$ cat src/rtl/adrd_parse.sv
// ADC read-frame parser: watches one SPI read per trigger, validates the returned
// frame (parity, format, range), publishes good codes and tracks sticky errors.
module adrd_parse #(
  parameter logic [3:0]  EXP_RANGE = 4'h0,
  parameter logic [15:0] TMO_CNT   = 16'd2500
) (
  input  logic        clk_sys,
  input  logic        rst_sys_n,
  input  logic        rd_trig,
  input  logic        rd_done,
  input  logic [31:0] rd_data,
  input  logic        err_clr,
  output logic [15:0] ad_data,
  output logic        ad_vld,
  output logic [1:0]  ad_alarm,
  output logic        ad_err,
  output logic [2:0]  err_type,
  output logic [7:0]  err_cnt,
  output logic [1:0]  state_dbg
);

  // Handshake: rd_trig opens a read window; the first rd_done inside the
  // window delivers the frame. Pulses outside that window are ignored.
  typedef enum logic [1:0] {
    S_IDLE  = 2'd0,
    S_WAIT  = 2'd1,
    S_CHECK = 2'd2
  } state_t;

  state_t      state, state_nxt;
  logic [15:0] wdog, wdog_nxt;
  logic [31:0] frame, frame_nxt;
  logic        tmo_evt;
  logic        chk_evt;
  logic        fmt_bad;
  logic        rng_bad;
  logic        good_evt;
  logic [2:0]  err_bits;
  logic        err_evt;
  logic [2:0]  type_base;
  logic [7:0]  cnt_base;

  always_ff @(posedge clk_sys or negedge rst_sys_n) begin
    if (!rst_sys_n) begin
      state <= S_IDLE;
      wdog  <= 16'h0000;
      frame <= 32'h0000_0000;
    end else begin
      state <= state_nxt;
      wdog  <= wdog_nxt;
      frame <= frame_nxt;
    end
  end

  always_comb begin
    state_nxt = state;
    wdog_nxt  = wdog;
    frame_nxt = frame;
    tmo_evt   = 1'b0;
    chk_evt   = 1'b0;
    case (state)
      S_IDLE: begin
        if (rd_trig) begin
          state_nxt = S_WAIT;
          wdog_nxt  = 16'h0000;
        end
      end
      S_WAIT: begin
        wdog_nxt = wdog + 16'd1;
        // rd_done takes priority over an expiring watchdog in the same cycle
        if (rd_done) begin
          state_nxt = S_CHECK;
          frame_nxt = rd_data;
        end else if (wdog == TMO_CNT - 16'd1) begin
          state_nxt = S_IDLE;
          tmo_evt   = 1'b1;
        end
      end
      S_CHECK: begin
        state_nxt = S_IDLE;
        chk_evt   = 1'b1;
      end
      default: state_nxt = S_IDLE;
    endcase
  end

  // A parity/format fault masks the range check so only one error bit is set.
  assign fmt_bad  = (^frame[31:16] ^ frame[9]) | (|frame[8:0]);
  assign rng_bad  = (frame[15:12] != EXP_RANGE) & ~fmt_bad;
  assign good_evt = chk_evt & ~fmt_bad & ~rng_bad;
  assign err_bits = {tmo_evt, chk_evt & rng_bad, chk_evt & fmt_bad};
  assign err_evt  = |err_bits;

  // Clear first, then apply any coincident error event on top.
  assign type_base = err_clr ? 3'b000 : err_type;
  assign cnt_base  = err_clr ? 8'h00 : err_cnt;

  always_ff @(posedge clk_sys or negedge rst_sys_n) begin
    if (!rst_sys_n) begin
      ad_data  <= 16'h0000;
      ad_alarm <= 2'b00;
      ad_vld   <= 1'b0;
      ad_err   <= 1'b0;
      err_type <= 3'b000;
      err_cnt  <= 8'h00;
    end else begin
      ad_vld   <= good_evt;
      ad_err   <= err_evt;
      err_type <= type_base | err_bits;
      err_cnt  <= (err_evt && cnt_base != 8'hFF) ? cnt_base + 8'd1 : cnt_base;
      if (good_evt) begin
        ad_data  <= frame[31:16];
        ad_alarm <= frame[11:10];
      end
    end
  end

  assign state_dbg = state;

endmodule

$ cat config.mk
export PLATFORM = sky130hd
export DESIGN_NAME = adrd_parse
export DESIGN_NICKNAME = d
export VERILOG_FILES = /design/src/rtl/adrd_parse.sv
export SDC_FILE = /design/constraint.sdc
export NUM_CORES = 1
export LEC_CHECK = 0
export ABC_CLOCK_PERIOD_IN_PS = 2600
export BUFFER_PORTS_ARGS = -buffer_cell sky130_fd_sc_hd__buf_2
export CAP_MARGIN = 20
export CORE_MARGIN = 4
export CORE_UTILIZATION = 50
export DETAILED_ROUTE_END_ITERATION = 8
export GPL_ROUTABILITY_DRIVEN = 0
export PLACE_DENSITY = 0.76
export SLEW_MARGIN = 20
export SYNTH_ARGS = -nofsm -noshare
export SYNTH_HDL_FRONTEND = slang
export SYNTH_SLANG_ARGS = --single-unit
$ cat constraint.sdc
create_clock -name clk_sys -period 2.6 [get_ports clk_sys]
set_clock_uncertainty 0.1 [all_clocks]
set_input_delay 0.13 -clock clk_sys [delete_from_list [all_inputs] [get_ports clk_sys]]
set_output_delay 0.13 -clock clk_sys [all_outputs]
set_load 0.05 [all_outputs]
---- Yosys cells after proc, flatten, opt, wreduce, memory -nomap -nowiden ----
Cells that the tools add are included.
operators by class
  add/subtract/negate cells ............... 2
  eq/ne operators ......................... 6
  mux-type cells .......................... 13
  bitwise logic cells ..................... 10
  reductions and logical operators ........ 10
operators with widths
  cell                                                               count
  16-bit case mux with 2 select lines                                1
  16-bit by 1-bit adder with 16-bit output, second input constant    1
  16-bit by 12-bit == test with 1-bit output, second input constant  1
  16-bit two-way mux                                                 1
  8-bit two-way mux                                                  2
  16-bit parity                                                      1
  9-bit OR reduction                                                 1
  8-bit by 1-bit adder with 8-bit output, second input constant      1
  8-bit inequality test, second input constant                       1
  2-bit two-way mux                                                  3
  2-bit AND reduction                                                3
  1-bit bitwise AND                                                  5
  1-bit two-way mux                                                  4
  2-bit case mux with 2 select lines                                 1
  4-bit nonzero test                                                 1
  3-bit two-way mux                                                  1
  3-bit inequality test, second input constant                       1
  3-bit bitwise OR                                                   1
  3-bit OR reduction                                                 1
  2-bit by 1-bit == test with 1-bit output, second input constant    1
  2-bit == test, second input constant                               1
  2-bit zero test                                                    1
  2-bit inequality test, second input constant                       1
  1-bit inverter                                                     2
  other kinds (4)                                                    4
storage, ports and cells
  register bits ........................... 81
  input port bits ......................... 37
  output and inout port bits .............. 33

---- Depth between registers and ports, before layout ----
  depth in word-level cells ............... 9
  gate-level depth with buffers ........... 9
  mapped depth without buffers ............ 8

---- Worst setup path before layout ----
No wires, ideal clock.
  path kind ............................... reg-to-reg
  start ................................... register frame[28]
  end ..................................... register ad_data[10]
  data arrival time ....................... 2.202 ns
  data required time ...................... 2.375 ns
  path slack .............................. 0.173 ns
  stages on the path, launching flop included .. 9
  buffers on the path ..................... 2
  cell sequence ........................... dfrtp_1 xnor3_1 xnor3_1 xnor3_2 nor2_2 and3_1 buf_6 buf_12 mux2_4
between the ends
  word-level cells in the longest chain between the ends .. 7
  elaborated cells between the ends (all ways) .. 8
ends and longest elaborated chain
  item                    RTL line  text
  from (decl)             32        logic [31:0] frame, frame_nxt;
  from (signal assigned)  51        frame <= frame_nxt;
  16-bit parity *         88        assign fmt_bad = (^frame[31:16] ^ frame[9]) | (|frame[8:0]);
  1-bit bitwise XOR *     88
  1-bit bitwise OR *      88
  1-bit inverter *        89, 90
  1-bit bitwise AND       89        assign rng_bad = (frame[15:12] != EXP_RANGE) & ~fmt_bad;
  1-bit inverter          90        assign good_evt = chk_evt & ~fmt_bad & ~rng_bad;
  1-bit bitwise AND *     90
  via good_evt            37        logic good_evt;
  to (signal assigned)    112       ad_data <= frame[31:16];
  to (decl)               13        output logic [15:0] ad_data,
Mark *: on every way through the listed nets, which the timed path passes. The rest lies on a longest branch.
A chain may end at the register's enable or synchronous reset.

---- Final worst setup path ----
  start ................................... register frame[28]
  end ..................................... register ad_data[5]
between the ends
  word-level cells in the longest chain between the ends .. 7
  elaborated cells between the ends (all ways) .. 8
ends and longest elaborated chain
  item                 RTL line
  16-bit parity *      88
  1-bit bitwise XOR *  88
  1-bit bitwise OR *   88
  1-bit inverter *     89, 90
  1-bit bitwise AND    89
  1-bit inverter       90
  1-bit bitwise AND *  90
Mark *: on every way between the ends. The rest lies on a longest branch, timed or not.

==> results.txt <==
The run finished with clean final reports. The power spent charging and discharging nets is 0.001394 W. The minimum clock period came out at 2.510 ns. The final-report max-slew violation count came out at 0. The number of global-route vias before repair is 2,740. Summing all multi-input logic gate instances after layout gives 1558 µm².

The number of max-cap violations came out at 0. In the final design database the tool counted 439 nets. The launch point of the worst reg-to-reg path is frame[28]$_DFFE_PN0P_. Wires add up to 7780 µm. From synthesis to final layout, the design area changed by 29.33%. The number of flops mapped to enable cells by yosys came out at 0. The most numerous cell on the critical path is sky130_fd_sc_hd__xnor3_1. The clock network latency to the later pin of the worst-skew pair came out at 0.35 ns.

During synthesis, Yosys emitted a total of 0 warnings. The vertical die dimension is 93.47 µm. When the netlist entered floorplanning its net count stood at 327.

The via density per instance is 5.291. The worst setup path is of the register to register kind. The worst IR drop on VDD is 634.4 µV. In this run the static leakage power is 2.271 nW.

The portion of the clock cycle consumed by the worst path in the final layout came out at 0.9653. The combinational fraction of design power came out at 0.362. The worst setup path is captured at a register.

The post-detailed-route DRC marker count is 0. The actual transition at the worst max-transition pin came out at 0.5925 ns. The post-CTS setup buffer count is 0. The initial cell density of the core came out at 0.5259. The per-cell routed wire length is 15.53 µm.

The worst hold path belongs to the class primary input to register. The number of I/O pins came out at 70. The area of all placed cells without fillers is 4723 µm². Clock-pin slew was measured on the worst setup and hold paths at 0.10 ns.

The data arrival time of the worst path is 2.64 ns. The slack of the worst reg-to-reg path came out at 0.09 ns. Among all flip-flop cells after synthesis, the most frequent one is sky130_fd_sc_hd__dfrtp_1. The average footprint of a synthesized cell came out at 12.68 µm².

After synthesis, the share of flip-flops with an asynchronous set or reset is 1.000. The fraction of final layout cells sized beyond drive strength 1 came out at 0.3728. The worst setup slack before clock tree synthesis came out at 0.08009 ns.

The count of antenna-violating nets left after detailed routing came out at 0. Setup repair after global routing left no endpoint under its margin. The clock power share came out at 0.222. In the layout the commonest cells are sky130_fd_sc_hd__dfrtp_1 (81), sky130_fd_sc_hd__buf_2 (68), sky130_fd_sc_hd__mux2_2 (46), sky130_fd_sc_hd__dlygate4sd3_1 (34), sky130_fd_sc_hd__nand2_1 (19). The number of register bits inferred by synthesis came out at 81. The cell area after technology mapping is 3652 µm².

Walking the worst path, the cells encountered are xnor3_1 -> xnor3_1 -> xnor3_2 -> nor2_2 -> and3_4 -> buf_12 -> mux2_2. The count of standard-cell rows is 30. The number of antenna violations at the first check in global routing came out at 0.

The final setup slack of the worst path came out at 0.09029 ns. The delay of the slowest critical-path stage is 0.39 ns. The first global-routing pass estimated 12,730 µm of wire. The share of total power consumed by net switching came out at 0.3247. The length of the first detailed-routing pass in iterations is 4.

The total vias in the final route came out at 2,651. The sequential fraction of the synthesis area is 0.5550. The root buffer cell is sky130_fd_sc_hd__clkbuf_8. The maximum number of pins on one net before global-route repair came out at 82.

The aggregate global routing overflow is 0. The critical path starts at frame[28]$_DFFE_PN0P_. The library cell used most frequently in the layout, excluding fill and tap cells, is sky130_fd_sc_hd__dfrtp_1.

The post-synthesis cell type count came out at 39. The finished layout holds 501 standard cells, fillers aside. For this design, the sink count on the clock tree is 81. The timing endpoint of the critical path is ad_data[5]$_DFFE_PN0P_.

TritonCTS built the clock tree. The number of stages on the worst setup path is 7. The half-perimeter wire length after placement is 5103 µm. The final core area utilization came out at 0.6802. The placed standard-cell area came out at 4113 µm².

The largest individual stage delay along the critical path comes from the cell sky130_fd_sc_hd__dfrtp_1. By area the synthesized netlist is led by sky130_fd_sc_hd__dfrtp_1 (55%), sky130_fd_sc_hd__mux2_2 (14%), sky130_fd_sc_hd__mux2_4 (3.7%). The maximum clock frequency is 398.5 MHz. Dividing total power by cell area gives a power density of 909.0 nW/µm². The number of diodes added for antenna fixing is 0.

The required time of the worst setup path is 2.73 ns. The H-tree level count is 3. The overall track demand over capacity in global routing is 0.1843. The register area came out at 2027 µm².

The maximum fanout along the worst path is 10. The gate family responsible for the most delay along the worst path is XOR/XNOR gates. The maximum clock path buffer count is 2. Summed over all instances, the cell type with the most area after synthesis is sky130_fd_sc_hd__dfrtp_1. The detailed router's first-iteration violation count is 130. The area share of the leading cell type in the synthesized netlist is 0.5550. The area of the core came out at 6944 µm². The die footprint came out at 8736 µm². The number of buffer and inverter stages on the critical path came out at 1.

The setup TNS is 0 ns. The count of final hold-check violations is 0. The number of buffers added by the clock tree synthesis step is 9. Setup violations remaining at the end of the flow were counted as 0.

STA classifies the critical path startpoint as a register. In this run the tool buffered the top-level ports with 69 buffer cells. The tightest slew margin relative to the limit came out at 0.6014.

Counting every instance in the synthesized netlist gives 288. The internal power of the cells totals 0.002900 W. The count of placed standard cells including taps is 449. In this run the critical register-to-register path is captured at ad_data[5]$_DFFE_PN0P_. The number of fillers in the final layout came out at 496. The share of total power dissipated in sequential elements is 0.416. The floorplan step set the die width to 93.47 µm. The worst reg-to-reg path cell count came out at 7.
-- cells in the mapped netlist, types with 3 or more instances --
| cell | instances |
|---|---|
| sky130_fd_sc_hd__a21boi_0 | 3 |
| sky130_fd_sc_hd__a21oi_1 | 4 |
| sky130_fd_sc_hd__a31oi_1 | 3 |
| sky130_fd_sc_hd__and3_1 | 6 |
| sky130_fd_sc_hd__buf_1 | 3 |
| sky130_fd_sc_hd__clkbuf_1 | 4 |
| sky130_fd_sc_hd__dfrtp_1 | 81 |
| sky130_fd_sc_hd__inv_1 | 4 |
| sky130_fd_sc_hd__mux2_2 | 46 |
| sky130_fd_sc_hd__mux2_4 | 9 |
| sky130_fd_sc_hd__mux2i_1 | 4 |
| sky130_fd_sc_hd__nand2_1 | 19 |
| sky130_fd_sc_hd__nand2b_1 | 3 |
| sky130_fd_sc_hd__nand3_1 | 11 |
| sky130_fd_sc_hd__nand4_1 | 13 |
| sky130_fd_sc_hd__nor2_1 | 12 |
| sky130_fd_sc_hd__nor2b_1 | 8 |
| sky130_fd_sc_hd__nor4_1 | 3 |
| sky130_fd_sc_hd__o21ai_0 | 17 |
| sky130_fd_sc_hd__o31ai_1 | 3 |
| sky130_fd_sc_hd__xnor2_1 | 8 |
| sky130_fd_sc_hd__xnor3_1 | 3 |
-- repair_timing --
action,CTS,global route
hold buffers,34,0
gates resized for setup,0,3
endpoints found under the setup margin,0,9
endpoints found under the hold margin,114,0
-- logic make-up (layout without fill, tap and decap cells) --
family	count (synthesis)	in the layout	share of synthesized area
AO/OA/AOI/OAI	37	37	0.06304
XOR/XNOR	14	14	0.04899
flip-flops	81	81	0.5550
buffers and inverters	13	130	0.01987
AND/OR/NAND/NOR	82	82	0.1165
adder cells (fa/ha/maj)	2	2	0.006851
multiplexers	59	59	0.1898
-- how the worst min path moves through the flow --
stage,startpoint,end,slack [ns],depth (start not counted)
after floorplan,rst_sys_n,ad_alarm[0]$_DFFE_PN0P_,-0.27,0
after global placement,rst_sys_n,ad_data[9]$_DFFE_PN0P_,0.25,1
after detailed placement,rst_sys_n,ad_data[9]$_DFFE_PN0P_,0.26,1
after CTS,rd_done,state_dbg[0]$_DFFE_PN0P_,0.05,3
after global routing,rd_done,state_dbg[0]$_DFFE_PN0P_,0.08,3
final,err_clr,err_type[0]$_DFF_PN0_,0.07,2
-- sequential cells by signal, summed over array words and instances, names as in the netlist --
| name | cells |
|---|---|
| ad_alarm | 2 |
| wdog | 16 |
| state_dbg | 2 |
| err_cnt | 8 |
| frame | 32 |
| ad_vld | 1 |
| ad_err | 1 |
| ad_data | 16 |
| err_type | 3 |
-- through the flow --
| step | hold slack [ns] | total power [W] |
|---|---|---|
| after floorplan | -0.2656 | 0.003024 |
| after global placement | 0.2548 | 0.003272 |
| after detailed placement | 0.2603 | 0.003326 |
| after CTS | 0.05288 | 0.004324 |
| after global routing | 0.08443 | 0.004543 |
| final | 0.06949 | 0.004294 |
-- final cells by class --
| type | count | share of cell area |
|---|---|---|
| clock inverters | 7 | 0.01881 |
| well taps | 96 | 0.02543 |
| multi-input cells | 194 | 0.3298 |
| clock buffers | 9 | 0.02623 |
| repair buffers | 110 | 0.1674 |
| inverters | 4 | 0.003179 |
| flip-flops and latches | 81 | 0.4291 |
-- routing by layer --
layer  GRT usage  up-vias  part of all wire
met3     0.04023        9             0.049
met4     0.05739        0             0.011
met2      0.3103       73              0.49
li1            -     1270                 -
met1      0.2374     1299              0.45
met5           0        -                 0
-- power by group through the flow --
stage | logic, W | registers (W) | clock network, W
finish | 0.00155 | 0.00179 | 0.000953
global route | 0.00168 | 0.00183 | 0.00104
CTS | 0.00156 | 0.00179 | 0.000982
detailed placement | 0.00152 | 0.00181 | 0
global placement | 0.00149 | 0.00179 | 0
floorplan | 0.00119 | 0.00183 | 0
Power figures use the tool's default switching activity.
